### src/rtl/cache_replacement_unit_if.sv
// cache_replacement_unit_if: victim lookup and policy update bus of the replacement unit.
// Ports (master = cache control side, slave = replacement unit):
//   req_valid/req_set/req_valid_bits          lookup request
//   victim_valid/victim_way/victim_way_bin    registered victim response
//   upd_valid/upd_set/upd_way/upd_demote      policy state update (touch or demote)
interface cache_replacement_unit_if #(
   parameter int N_WAYS     = 4,
   parameter int LINE_OFF_W = 4
);
   localparam int NWAY_W = $clog2(N_WAYS);
   logic                  req_valid;
   logic [LINE_OFF_W-1:0] req_set;
   logic [N_WAYS-1:0]     req_valid_bits;
   logic                  victim_valid;
   logic [N_WAYS-1:0]     victim_way;
   logic [NWAY_W-1:0]     victim_way_bin;
   logic                  upd_valid;
   logic [LINE_OFF_W-1:0] upd_set;
   logic [N_WAYS-1:0]     upd_way;
   logic                  upd_demote;
   modport master (
      output req_valid, req_set, req_valid_bits, upd_valid, upd_set, upd_way, upd_demote,
      input  victim_valid, victim_way, victim_way_bin
   );
   modport slave (
      input  req_valid, req_set, req_valid_bits, upd_valid, upd_set, upd_way, upd_demote,
      output victim_valid, victim_way, victim_way_bin
   );
endinterface

### src/rtl/cache_replacement_unit.sv
// cache_replacement_unit: per-set replacement policy state (LRU / PLRU_mru / PLRU_tree / RANDOM)
// with invalid-first victim selection and an init sweep after reset or flush.
// Ports:
//   clk    rising-edge clock
//   reset  asynchronous active-low reset
//   flush  one-cycle pulse, restarts the init sweep when idle
//   ready  1 when idle; lookups and updates only accepted then
//   err    sticky flag, an accepted update had a non-one-hot way
//   bus    lookup/victim and update signals (slave side)
module cache_replacement_unit #(
   parameter int N_WAYS     = 4,
   parameter int LINE_OFF_W = 4,
   parameter int REP_POLICY = 0,
   parameter int NWAY_W     = $clog2(N_WAYS)
) (
   input  logic                     clk,
   input  logic                     reset,
   input  logic                     flush,
   output logic                     ready,
   output logic                     err,
   cache_replacement_unit_if.slave  bus
);
   localparam int N_SETS = 2 ** LINE_OFF_W;
   // Wide enough for LRU ranks, which is the largest of the policy encodings
   localparam int ST_W = N_WAYS * NWAY_W;
   typedef enum logic {INIT, IDLE} state_t;
   state_t                state_q, state_d;
   logic [LINE_OFF_W-1:0] cnt_q, cnt_d;
   logic [15:0]           lfsr_q, lfsr_d;
   logic                  err_q, err_d;
   logic                  vv_q, vv_d;
   logic [N_WAYS-1:0]     vway_q, vway_d;
   logic [NWAY_W-1:0]     vbin_q, vbin_d;
   logic [ST_W-1:0]       st_mem [N_SETS];
   logic                  wr_en;
   logic [LINE_OFF_W-1:0] wr_set;
   logic [ST_W-1:0]       wr_data;
   logic                  acc_req, acc_upd, upd_oh, any_inv;
   logic [NWAY_W-1:0]     upd_bin, inv_bin, vic_bin;

   function automatic logic [ST_W-1:0] pol_init();
      logic [ST_W-1:0] s;
      s = '0;
      if (REP_POLICY == 0)
         for (int i = 0; i < N_WAYS; i++) s[i*NWAY_W +: NWAY_W] = NWAY_W'(i);
      return s;
   endfunction

   function automatic logic [NWAY_W-1:0] pol_victim(input logic [ST_W-1:0] s,
                                                    input logic [NWAY_W-1:0] rnd);
      logic [NWAY_W-1:0] v;
      logic [N_WAYS-1:0] t;
      logic [NWAY_W:0]   n;
      v = '0;
      t = s[N_WAYS-1:0];
      n = {{NWAY_W{1'b0}}, 1'b1};
      if (REP_POLICY == 0) begin
         for (int i = N_WAYS - 1; i >= 0; i--) if (s[i*NWAY_W +: NWAY_W] == '0) v = NWAY_W'(i);
      end else if (REP_POLICY == 1) begin
         for (int i = N_WAYS - 1; i >= 0; i--) if (!t[i]) v = NWAY_W'(i);
      end else if (REP_POLICY == 2) begin
         // Walk root to leaf; internal nodes are < N_WAYS so the low bits index them
         for (int k = 0; k < NWAY_W; k++) n = {n[NWAY_W-1:0], t[n[NWAY_W-1:0]]};
         v = n[NWAY_W-1:0];
      end else begin
         v = rnd;
      end
      return v;
   endfunction

   function automatic logic [ST_W-1:0] pol_update(input logic [ST_W-1:0] s,
                                                  input logic [NWAY_W-1:0] w,
                                                  input logic dem);
      logic [ST_W-1:0]   o;
      logic [NWAY_W-1:0] r, ri;
      logic [N_WAYS-1:0] b, oh;
      logic [NWAY_W:0]   n;
      o  = s;
      r  = '0;
      b  = s[N_WAYS-1:0];
      oh = N_WAYS'(1) << w;
      n  = {1'b1, w};
      if (REP_POLICY == 0) begin
         for (int i = 0; i < N_WAYS; i++) if (w == NWAY_W'(i)) r = s[i*NWAY_W +: NWAY_W];
         for (int i = 0; i < N_WAYS; i++) begin
            ri = s[i*NWAY_W +: NWAY_W];
            o[i*NWAY_W +: NWAY_W] = (w == NWAY_W'(i)) ? (dem ? '0 : NWAY_W'(N_WAYS - 1)) :
                                    (!dem && ri > r) ? ri - 1'b1 :
                                    (dem && ri < r)  ? ri + 1'b1 : ri;
         end
      end else if (REP_POLICY == 1) begin
         b = dem ? (b & ~oh) : (b | oh);
         // Saturated MRU bits would leave no victim, so restart from the touched way
         if (&b) b = oh;
         o[N_WAYS-1:0] = b;
      end else if (REP_POLICY == 2) begin
         // Leaf to root: a node points away from w on touch, toward w on demote
         for (int k = 0; k < NWAY_W; k++) begin
            b[n[NWAY_W:1]] = dem ? n[0] : ~n[0];
            n = n >> 1;
         end
         o[N_WAYS-1:0] = b;
      end
      return o;
   endfunction

   always_comb begin
      acc_req = ready && bus.req_valid;
      acc_upd = ready && bus.upd_valid;
      upd_oh  = (bus.upd_way != '0) && ((bus.upd_way & (bus.upd_way - 1'b1)) == '0);
      upd_bin = '0;
      for (int i = 0; i < N_WAYS; i++) if (bus.upd_way[i]) upd_bin = NWAY_W'(i);
      inv_bin = '0;
      for (int i = N_WAYS - 1; i >= 0; i--) if (!bus.req_valid_bits[i]) inv_bin = NWAY_W'(i);
      any_inv = ~&bus.req_valid_bits;
      vic_bin = any_inv ? inv_bin : pol_victim(st_mem[bus.req_set], lfsr_q[NWAY_W-1:0]);
      state_d = (state_q == INIT) ? ((cnt_q == '1) ? IDLE : INIT) : (flush ? INIT : IDLE);
      cnt_d   = (state_q == INIT) ? cnt_q + 1'b1 : '0;
      lfsr_d  = ready ? {lfsr_q[14:0], lfsr_q[15] ^ lfsr_q[13] ^ lfsr_q[12] ^ lfsr_q[10]} : lfsr_q;
      err_d   = err_q | (acc_upd && !upd_oh);
      vv_d    = acc_req;
      vbin_d  = acc_req ? vic_bin : vbin_q;
      vway_d  = acc_req ? N_WAYS'(1) << vic_bin : vway_q;
      wr_en   = (state_q == INIT) || (acc_upd && upd_oh && REP_POLICY != 3);
      wr_set  = (state_q == INIT) ? cnt_q : bus.upd_set;
      wr_data = (state_q == INIT) ? pol_init() : pol_update(st_mem[bus.upd_set], upd_bin, bus.upd_demote);
   end

   always_ff @(posedge clk or negedge reset) begin
      if (!reset) begin
         state_q <= INIT;
         cnt_q   <= '0;
         lfsr_q  <= 16'hACE1;
         err_q   <= 1'b0;
         vv_q    <= 1'b0;
         vway_q  <= '0;
         vbin_q  <= '0;
      end else begin
         state_q <= state_d;
         cnt_q   <= cnt_d;
         lfsr_q  <= lfsr_d;
         err_q   <= err_d;
         vv_q    <= vv_d;
         vway_q  <= vway_d;
         vbin_q  <= vbin_d;
      end
   end

   // Policy state needs no reset: the init sweep writes every set before ready rises
   always_ff @(posedge clk) begin
      if (wr_en) st_mem[wr_set] <= wr_data;
   end

   assign ready              = (state_q == IDLE);
   assign err                = err_q;
   assign bus.victim_valid   = vv_q;
   assign bus.victim_way     = vway_q;
   assign bus.victim_way_bin = vbin_q;
endmodule

### src/flat_wrapper.sv
// flat-port wrapper written by rule: the top's interface ports become plain ports
module cache_replacement_unit_flat 
#(
   parameter int N_WAYS     = 4,
   parameter int LINE_OFF_W = 4,
   parameter int REP_POLICY = 0,
   parameter int NWAY_W     = $clog2(N_WAYS)
)
  (clk, reset, flush, ready, err, bus_req_valid, bus_req_set, bus_req_valid_bits, bus_upd_valid, bus_upd_set, bus_upd_way, bus_upd_demote, bus_victim_valid, bus_victim_way, bus_victim_way_bin);
  cache_replacement_unit_if #(.N_WAYS(N_WAYS), .LINE_OFF_W(LINE_OFF_W)) bus_i ();
  input  logic clk;
  input  logic reset;
  input  logic flush;
  output logic ready;
  output logic err;
  input wire logic [$bits(bus_i.req_valid)-1:0] bus_req_valid;
  input wire logic [$bits(bus_i.req_set)-1:0] bus_req_set;
  input wire logic [$bits(bus_i.req_valid_bits)-1:0] bus_req_valid_bits;
  input wire logic [$bits(bus_i.upd_valid)-1:0] bus_upd_valid;
  input wire logic [$bits(bus_i.upd_set)-1:0] bus_upd_set;
  input wire logic [$bits(bus_i.upd_way)-1:0] bus_upd_way;
  input wire logic [$bits(bus_i.upd_demote)-1:0] bus_upd_demote;
  output wire logic [$bits(bus_i.victim_valid)-1:0] bus_victim_valid;
  output wire logic [$bits(bus_i.victim_way)-1:0] bus_victim_way;
  output wire logic [$bits(bus_i.victim_way_bin)-1:0] bus_victim_way_bin;
  assign bus_i.req_valid = bus_req_valid;
  assign bus_i.req_set = bus_req_set;
  assign bus_i.req_valid_bits = bus_req_valid_bits;
  assign bus_i.upd_valid = bus_upd_valid;
  assign bus_i.upd_set = bus_upd_set;
  assign bus_i.upd_way = bus_upd_way;
  assign bus_i.upd_demote = bus_upd_demote;
  assign bus_victim_valid = bus_i.victim_valid;
  assign bus_victim_way = bus_i.victim_way;
  assign bus_victim_way_bin = bus_i.victim_way_bin;
  cache_replacement_unit #(.N_WAYS(N_WAYS), .LINE_OFF_W(LINE_OFF_W), .REP_POLICY(REP_POLICY), .NWAY_W(NWAY_W)) u_core (.clk(clk), .reset(reset), .flush(flush), .ready(ready), .err(err), .bus(bus_i));
endmodule
### config.mk
export PLATFORM = sky130hd
export DESIGN_NAME = cache_replacement_unit_flat
export DESIGN_NICKNAME = d
export VERILOG_FILES = /design/src/rtl/cache_replacement_unit_if.sv /design/src/rtl/cache_replacement_unit.sv /design/src/flat_wrapper.sv
export SDC_FILE = /design/constraint.sdc
export NUM_CORES = 1
export LEC_CHECK = 0
export ABC_AREA = 1
export BUFFER_PORTS_ARGS = -buffer_cell sky130_fd_sc_hd__buf_4
export CAP_MARGIN = 20
export CORE_UTILIZATION = 62
export DETAILED_ROUTE_END_ITERATION = 10
export PLACE_DENSITY = 0.8
export SYNTH_ARGS = -nofsm -noshare
export SYNTH_HDL_FRONTEND = slang
export SYNTH_SLANG_ARGS = --single-unit
### constraint.sdc
create_clock -name clk -period 3.8 [get_ports clk]
set_clock_uncertainty 0.1 [all_clocks]
set_input_delay 0.76 -clock clk [delete_from_list [all_inputs] [get_ports clk]]
set_output_delay 0.76 -clock clk [all_outputs]
set_load 0.02 [all_outputs]
==> impl_metrics.ini, run 1 <==
[hold_path]
min_path_type = in2async

[logic_synthesis]
synthSimpleGateAreaFrac_pct = 21.5
synth-seq-cells = 141
synth_xor_area_share_pct = 0.242
async_reset_ff_share_pct = 9.22
syn_nets = 794
synth.mux.area_fraction_pct = 0
synth_top_family_by_area = simple AND/OR/NAND/NOR gates
ys.flop_type = edfxtp_1
synth_edf_count = 128
yosysWarningCount = 0
synth_compound_area_share_pct = 13.3
yosysSeqAreaShare_pct = 57.6
synth_adder_area_share_pct = 1.56
syn_inst = 763
synth_area_per_cell_um2 = 9.48
synth_cell_types = 35
netlist_area_um2 = 7240

[global_routing]
antenna_found_initial = 0
grt_util_met1_pct = 45.2
gr-total-overflow = 0
grt.total_usage_pct = 36.8
met3_usage_pct = 11.2
grt_start_max_net_pins = 39
grt_most_used_layer = met2
grt_pass1_vias = 5997
grt_pass1_wl_um = 31500
met2_usage_pct = 57.7

[timing]
drv_slew = 0
grt_setup_unrepaired = false
fin_crit_ps = 3540
whs_ps = 61.2
setup-violations-final = 0
slew_headroom_pct = 45.0
hold_viol = 0
worst-slew-pin-transition_ps = 824
fin_crit_sh_pct = 93.1
fmax_ghz = 0.283
fin_setup_tns_ps = 0

[critical_path]
r2r_end = u_core.st_mem[11][1]
crit_type = in2reg
crit_path_end_kind = flop
crit_fanout = 21
rr_startpoint = u_core.st_mem[2][3]
reg2reg_depth = 15
cp_data_arrival_time_ps = 3620
critPathRequiredTime_ps = 3880
startpoint_type = input pin
reg2reg_slack_ps = 650

[floorplanning]
die_w_um = 110
rows = 39
die_h_um = 110
ioPinCount = 31
die_area_um2 = 12100
start_util_pct = 63.4
coreArea_um2 = 11400

[clock_tree]
htreeDepth = 4
clkLatencyLatePin_ps = 440
cts_buffers = 17
cts_tree = yes
clk_pin_slew_ps = 60
root_buffer = clkbuf_16
clockBufferDepth = 2
cts.sink_count = 141

[routing]
ant_nets = 0
drt_pass1_iterations = 6
first_iter_violations = 932
vias = 6318
wl_um = 20700
routedWlPerCell_um = 20.8
viasPerCell = 6.33
drc = 0

[final_layout]
final_util_pct = 75.8
final_common_cell = nand2_1
synthToLayoutAreaGrowth_pct = 19.6
final_nets = 874
antenna_cells = 0
drive_above_1_share_pct = 18.7
final_cell_mix = nand2_1 (178), edfxtp_1 (128), nand3_1 (97)

[pwr]
fin_total_pwr_mw = 5.72
powerDensity_nw_per_um2 = 661
vdd_drop_max_mv = 0.463
p_leak_nw = 3.42

[placement]
hpwl_um = 14100
gp_congestion = 1.04
portBuffers = 30

[status]
status = completed

[flow_run]
drv_cap = 0
-- worst max-delay path: stages --
cell and delay (ps):
buf_4 120, inv_2 300, o21ai_0 200, o221ai_1 380, nand3_1 170, nand2_1 120
o2111ai_1 140, ha_1 320, a21oi_1 190, a21oi_1 60, nand2_1 90, nand3_1 120
nand3_1 110, nand3_1 90, nand3_1 130, clkinvlp_4 130, buf_12 160
-- report_power, final --
part | internal, mW | leakage, nW | switching, mW | total (mW)
clock network | 1.15 | 0.301 | 0.617 | 1.77
logic | 0.545 | 1.87 | 1.02 | 1.56
registers | 2.19 | 1.25 | 0.195 | 2.39
total | 3.89 | 3.42 | 1.83 | 5.72
-- cell families after synthesis --
kind of cell	Yosys count
adders and majority gates	9
buffers and inverters	80
AOI/OAI and AO/OA	164
DFF	141
xor gates and xnor gates	2
and+or+nand+nor	367
-- worst max path at each step --
stage / from / endpoint / cells past startpoint
global placement: bus_upd_set[1] / u_core.st_mem[8][1] / 20
global route: bus_upd_set[1] / u_core.st_mem[3][5] / 18
detailed placement: bus_upd_set[1] / u_core.st_mem[10][1] / 20
CTS: bus_upd_set[1] / u_core.st_mem[2][1] / 20
finish: bus_upd_set[1] / u_core.st_mem[11][1] / 17
floorplan: bus_upd_set[2] / u_core.st_mem[0][6] / 15
-- Yosys cell counts (2+ instances only) --
master    number  area (um2)
o21ai_0       69         345
dfrtp_1       13         325
o21ai_2       14         123
o21ai_1       29         145
buf_4          6        45.0
nand3_2        5        50.1
inv_1         37         139
nand3_1       97         485
nand2_2        6        37.5
clkinv_1       2        7.51
xnor2_1        2        17.5
buf_6         10         113
buf_2         16        80.1
edfxtp_1     128        3840
clkbuf_1       2        7.51
ha_1           9         113
o211ai_1      12        90.1
nor2_1        77         289
nand2_1      178         668
a21oi_1       23         115
o22ai_1        4        25.0
inv_2          5        18.8
o221ai_1       7        61.3
-- stage by stage --
stage	setup slack [ps]	cell area (um2)	std cells
after CTS	190	8630	997
after global placement	-67.7	8010	966
after global routing	63.6	8660	998
final	261	8660	998
after detailed placement	-240	8010	966
after floorplan	94.6	7240	763
-- registers in the layout, indices dropped and copies added (netlist names) --
name,count
u_core.bus.victim_way_bin,2
u_core.bus.victim_way,4
u_core.err,1
u_core.st_mem,128
u_core.ready,1
u_core.bus.victim_valid,1
u_core.cnt_q,4
-- what timing repair did --
| action | in CTS | in global routing |
|---|---|---|
| buffers inserted | 0 | 1 |
| endpoints found under the setup margin | 0 | 16 |
| hold buffers | 0 | 0 |
| gates resized for setup | 0 | 1 |
-- routing by layer --
metal  vias up  wire length [um]
met5         -                 0
met4         0               993
met3        99              2520
met2       453              9780
met1      2919              7440
li1       2847                 -
-- area by class of cell --
| cell class | count | area, um2 |
|---|---|---|
| flip-flops and latches | 141 | 4170 |
| fillers | 746 | 2760 |
| multi-input cells | 542 | 2650 |
| repair buffers | 97 | 866 |
| clock buffers | 18 | 429 |
| clock inverters | 13 | 196 |
| well taps | 143 | 179 |
| inverters | 44 | 169 |
No activity file was read; power rests on OpenSTA's default activity.
==> inputs of run 2 (changes only) <==
--- a/config.mk
+++ b/config.mk
@@ -10,7 +10,7 @@
 export CAP_MARGIN = 20
 export CORE_UTILIZATION = 62
 export DETAILED_ROUTE_END_ITERATION = 10
-export PLACE_DENSITY = 0.8
+export PLACE_DENSITY_LB_ADDON = 0.2
 export SYNTH_ARGS = -nofsm -noshare
 export SYNTH_HDL_FRONTEND = slang
 export SYNTH_SLANG_ARGS = --single-unit
==> run 2 against run 1 <==
Against the previous run:
- maximum frequency up 0.16%
- critical endpoint is now u_core.st_mem[2][3]
- total power down 6.9%
- largest cell class unchanged
- largest power group unchanged
- critical path depth up 5
==> impl_metrics.ini, run 2 (synthesis results as in run 1) <==
[status]
status = completed

[critical_path]
crit_family = buffers and inverters
critical-path-max-stage-delay_ps = 270
crit_fanout = 26
crit_path_end_kind = flop
path_cells = buf_4, inv_2, buf_12, nor2_1, nor2_1, o21ai_0, o211ai_1, nand3_1, nand2_2, inv_1, a221oi_2, buf_4, ha_1, inv_1, a21oi_1, nand2_1, nand3_1, nand2_1, nand3_1, nand3_1, a21oi_1, buf_6
startpoint_type = input pin
worst_path_max_delay_cell = a221oi_2
crit_type = in2reg
path_buf_inv = 7
crit_path_frequent_cell = nand3_1
cp_data_arrival_time_ps = 3690
critPathRequiredTime_ps = 3960

[timing]
worst-slew-pin-transition_ps = 821
slew_headroom_pct = 45.2
fin_crit_ps = 3530
hold_viol = 0
drv_slew = 0
grt_setup_unrepaired = false
fmax_ghz = 0.283
setup-violations-final = 0
fin_crit_sh_pct = 93.0
fin_setup_tns_ps = 0

[floorplanning]
start_util_pct = 63.4
coreArea_um2 = 11400
ioPinCount = 31
die_w_um = 110
rows = 39
die_h_um = 110
die_area_um2 = 12100

[final_layout]
final_cell_mix = nand2_1 (178), edfxtp_1 (128), nand3_1 (96)
antenna_cells = 0
final_util_pct = 73.9
final_common_cell = nand2_1
final_nets = 863
drive_above_1_share_pct = 17.5
largest-register = u_core.st_mem
largest_reg_flops = 128
synthToLayoutAreaGrowth_pct = 16.5

[pwr]
intPower_mw = 3.53
p_leak_nw = 3.30
p_switching_mw = 1.80
swShare_pct = 33.8
seqPwrFrac_pct = 45.0
vdd_drop_max_mv = 0.497
combinationalPowerShare_pct = 28.5
p_clk_share_pct = 26.5
powerDensity_nw_per_um2 = 632

[routing]
routedWlPerCell_um = 20.3
vias = 6233
drc = 0
wl_um = 20100
viasPerCell = 6.31
ant_nets = 0
drt_pass1_iterations = 9
first_iter_violations = 909

[clock_tree]
cts-hold-fix-buffers = 0
cts_buffers = 17
root_buffer = clkbuf_16
clk_pin_slew_ps = 60
cts_tree = yes
cts.sink_count = 141
htreeDepth = 4
post_cts_buffers = 0
clockBufferDepth = 2
cts.repair.resized = 0
clkLatencyLatePin_ps = 430

[global_routing]
grt_pass1_wl_um = 30700
grt.total_usage_pct = 35.5
grt_start_max_net_pins = 34
gr-total-overflow = 0
grt_pass1_vias = 5929
antenna_found_initial = 0

[placement]
gp_congestion = 0.930
hpwl_um = 13400
portBuffers = 30

[flow_run]
drv_cap = 0

[hold_path]
min_path_type = in2async
==> run 2: changes by cell type in the layout (fill, tap and decap cells not counted), moves of 2 or more <==
cell	delta
clkinv_2	+4
buf_12	-2
bufinv_16	-5
buf_4	-11
clkbuf_1	+4
==> run 2: routing by layer <==
| layer | up-vias | global-route usage (%) | wire length (um) |
|---|---|---|---|
| met5 | - | 0 | 0 |
| met4 | 0 | 22.0 | 1070 |
| met3 | 87 | 7.47 | 2070 |
| met2 | 432 | 55.3 | 9190 |
| met1 | 2894 | 45.5 | 7740 |
| li1 | 2820 | - | - |
==> run 2: cell type report <==
cell class                      count  area (um2)
Clock buffer                       22         444
Clock inverter                     10        50.0
Fill cell                         810        2990
Inverter                           44         169
Multi-Input combinational cell    542        2660
Sequential cell                   141        4170
Tap cell                          143         179
Timing Repair Buffer               85         754
Timing Repair inverter              1        7.51
==> run 2: final timing paths <==
check	startpoint	to	slack [ps]	cells after the start
hold / removal	reset	u_core.cnt_q[2]	70	1
max in group asynchronous	reset	u_core.bus.victim_way[3]	3370	1
min in group clk	u_core.bus.victim_way_bin[0]	u_core.bus.victim_way_bin[0]	380	2
setup reg to reg	u_core.st_mem[14][6]	u_core.st_mem[2][3]	630	20
hold reg to reg	u_core.bus.victim_way_bin[0]	u_core.bus.victim_way_bin[0]	380	2
setup / recovery	bus_upd_set[0]	u_core.st_mem[2][3]	270	22
==> run 2: power by group through the flow <==
stage / combinational, mW / clock [mW] / sequential [mW]
after floorplan: 0.829 / 0 / 2.39
after global placement: 1.41 / 0 / 2.40
after detailed placement: 1.46 / 0 / 2.41
after CTS: 1.48 / 1.42 / 2.39
after global routing: 1.65 / 1.49 / 2.43
final: 1.52 / 1.41 / 2.40
==> run 2: worst register-to-register path, delay by kind of cell, from the launching register on <==
kind,cells,cell delay (ps)
and+or+nand+nor,10,1070
AOI/OAI and AO/OA,5,700
buffers and inverters,4,540
DFF,1,420
adders and majority gates,1,170
==> run 2: per-stage QoR <==
| step | worst slack (ps) | power [mW] | hold slack, ps | instance area (um2) | cells |
|---|---|---|---|---|---|
| final | 267 | 5.33 | 66.7 | 8430 | 988 |
| after global routing | 32.9 | 5.57 | 79.8 | 8430 | 988 |
| after CTS | 315 | 5.29 | 62.7 | 8410 | 987 |
| after detailed placement | -131 | 3.88 | 367 | 7910 | 955 |
| after global placement | -71.0 | 3.81 | 366 | 7910 | 955 |
| after floorplan | 94.6 | 3.22 | 344 | 7240 | 763 |
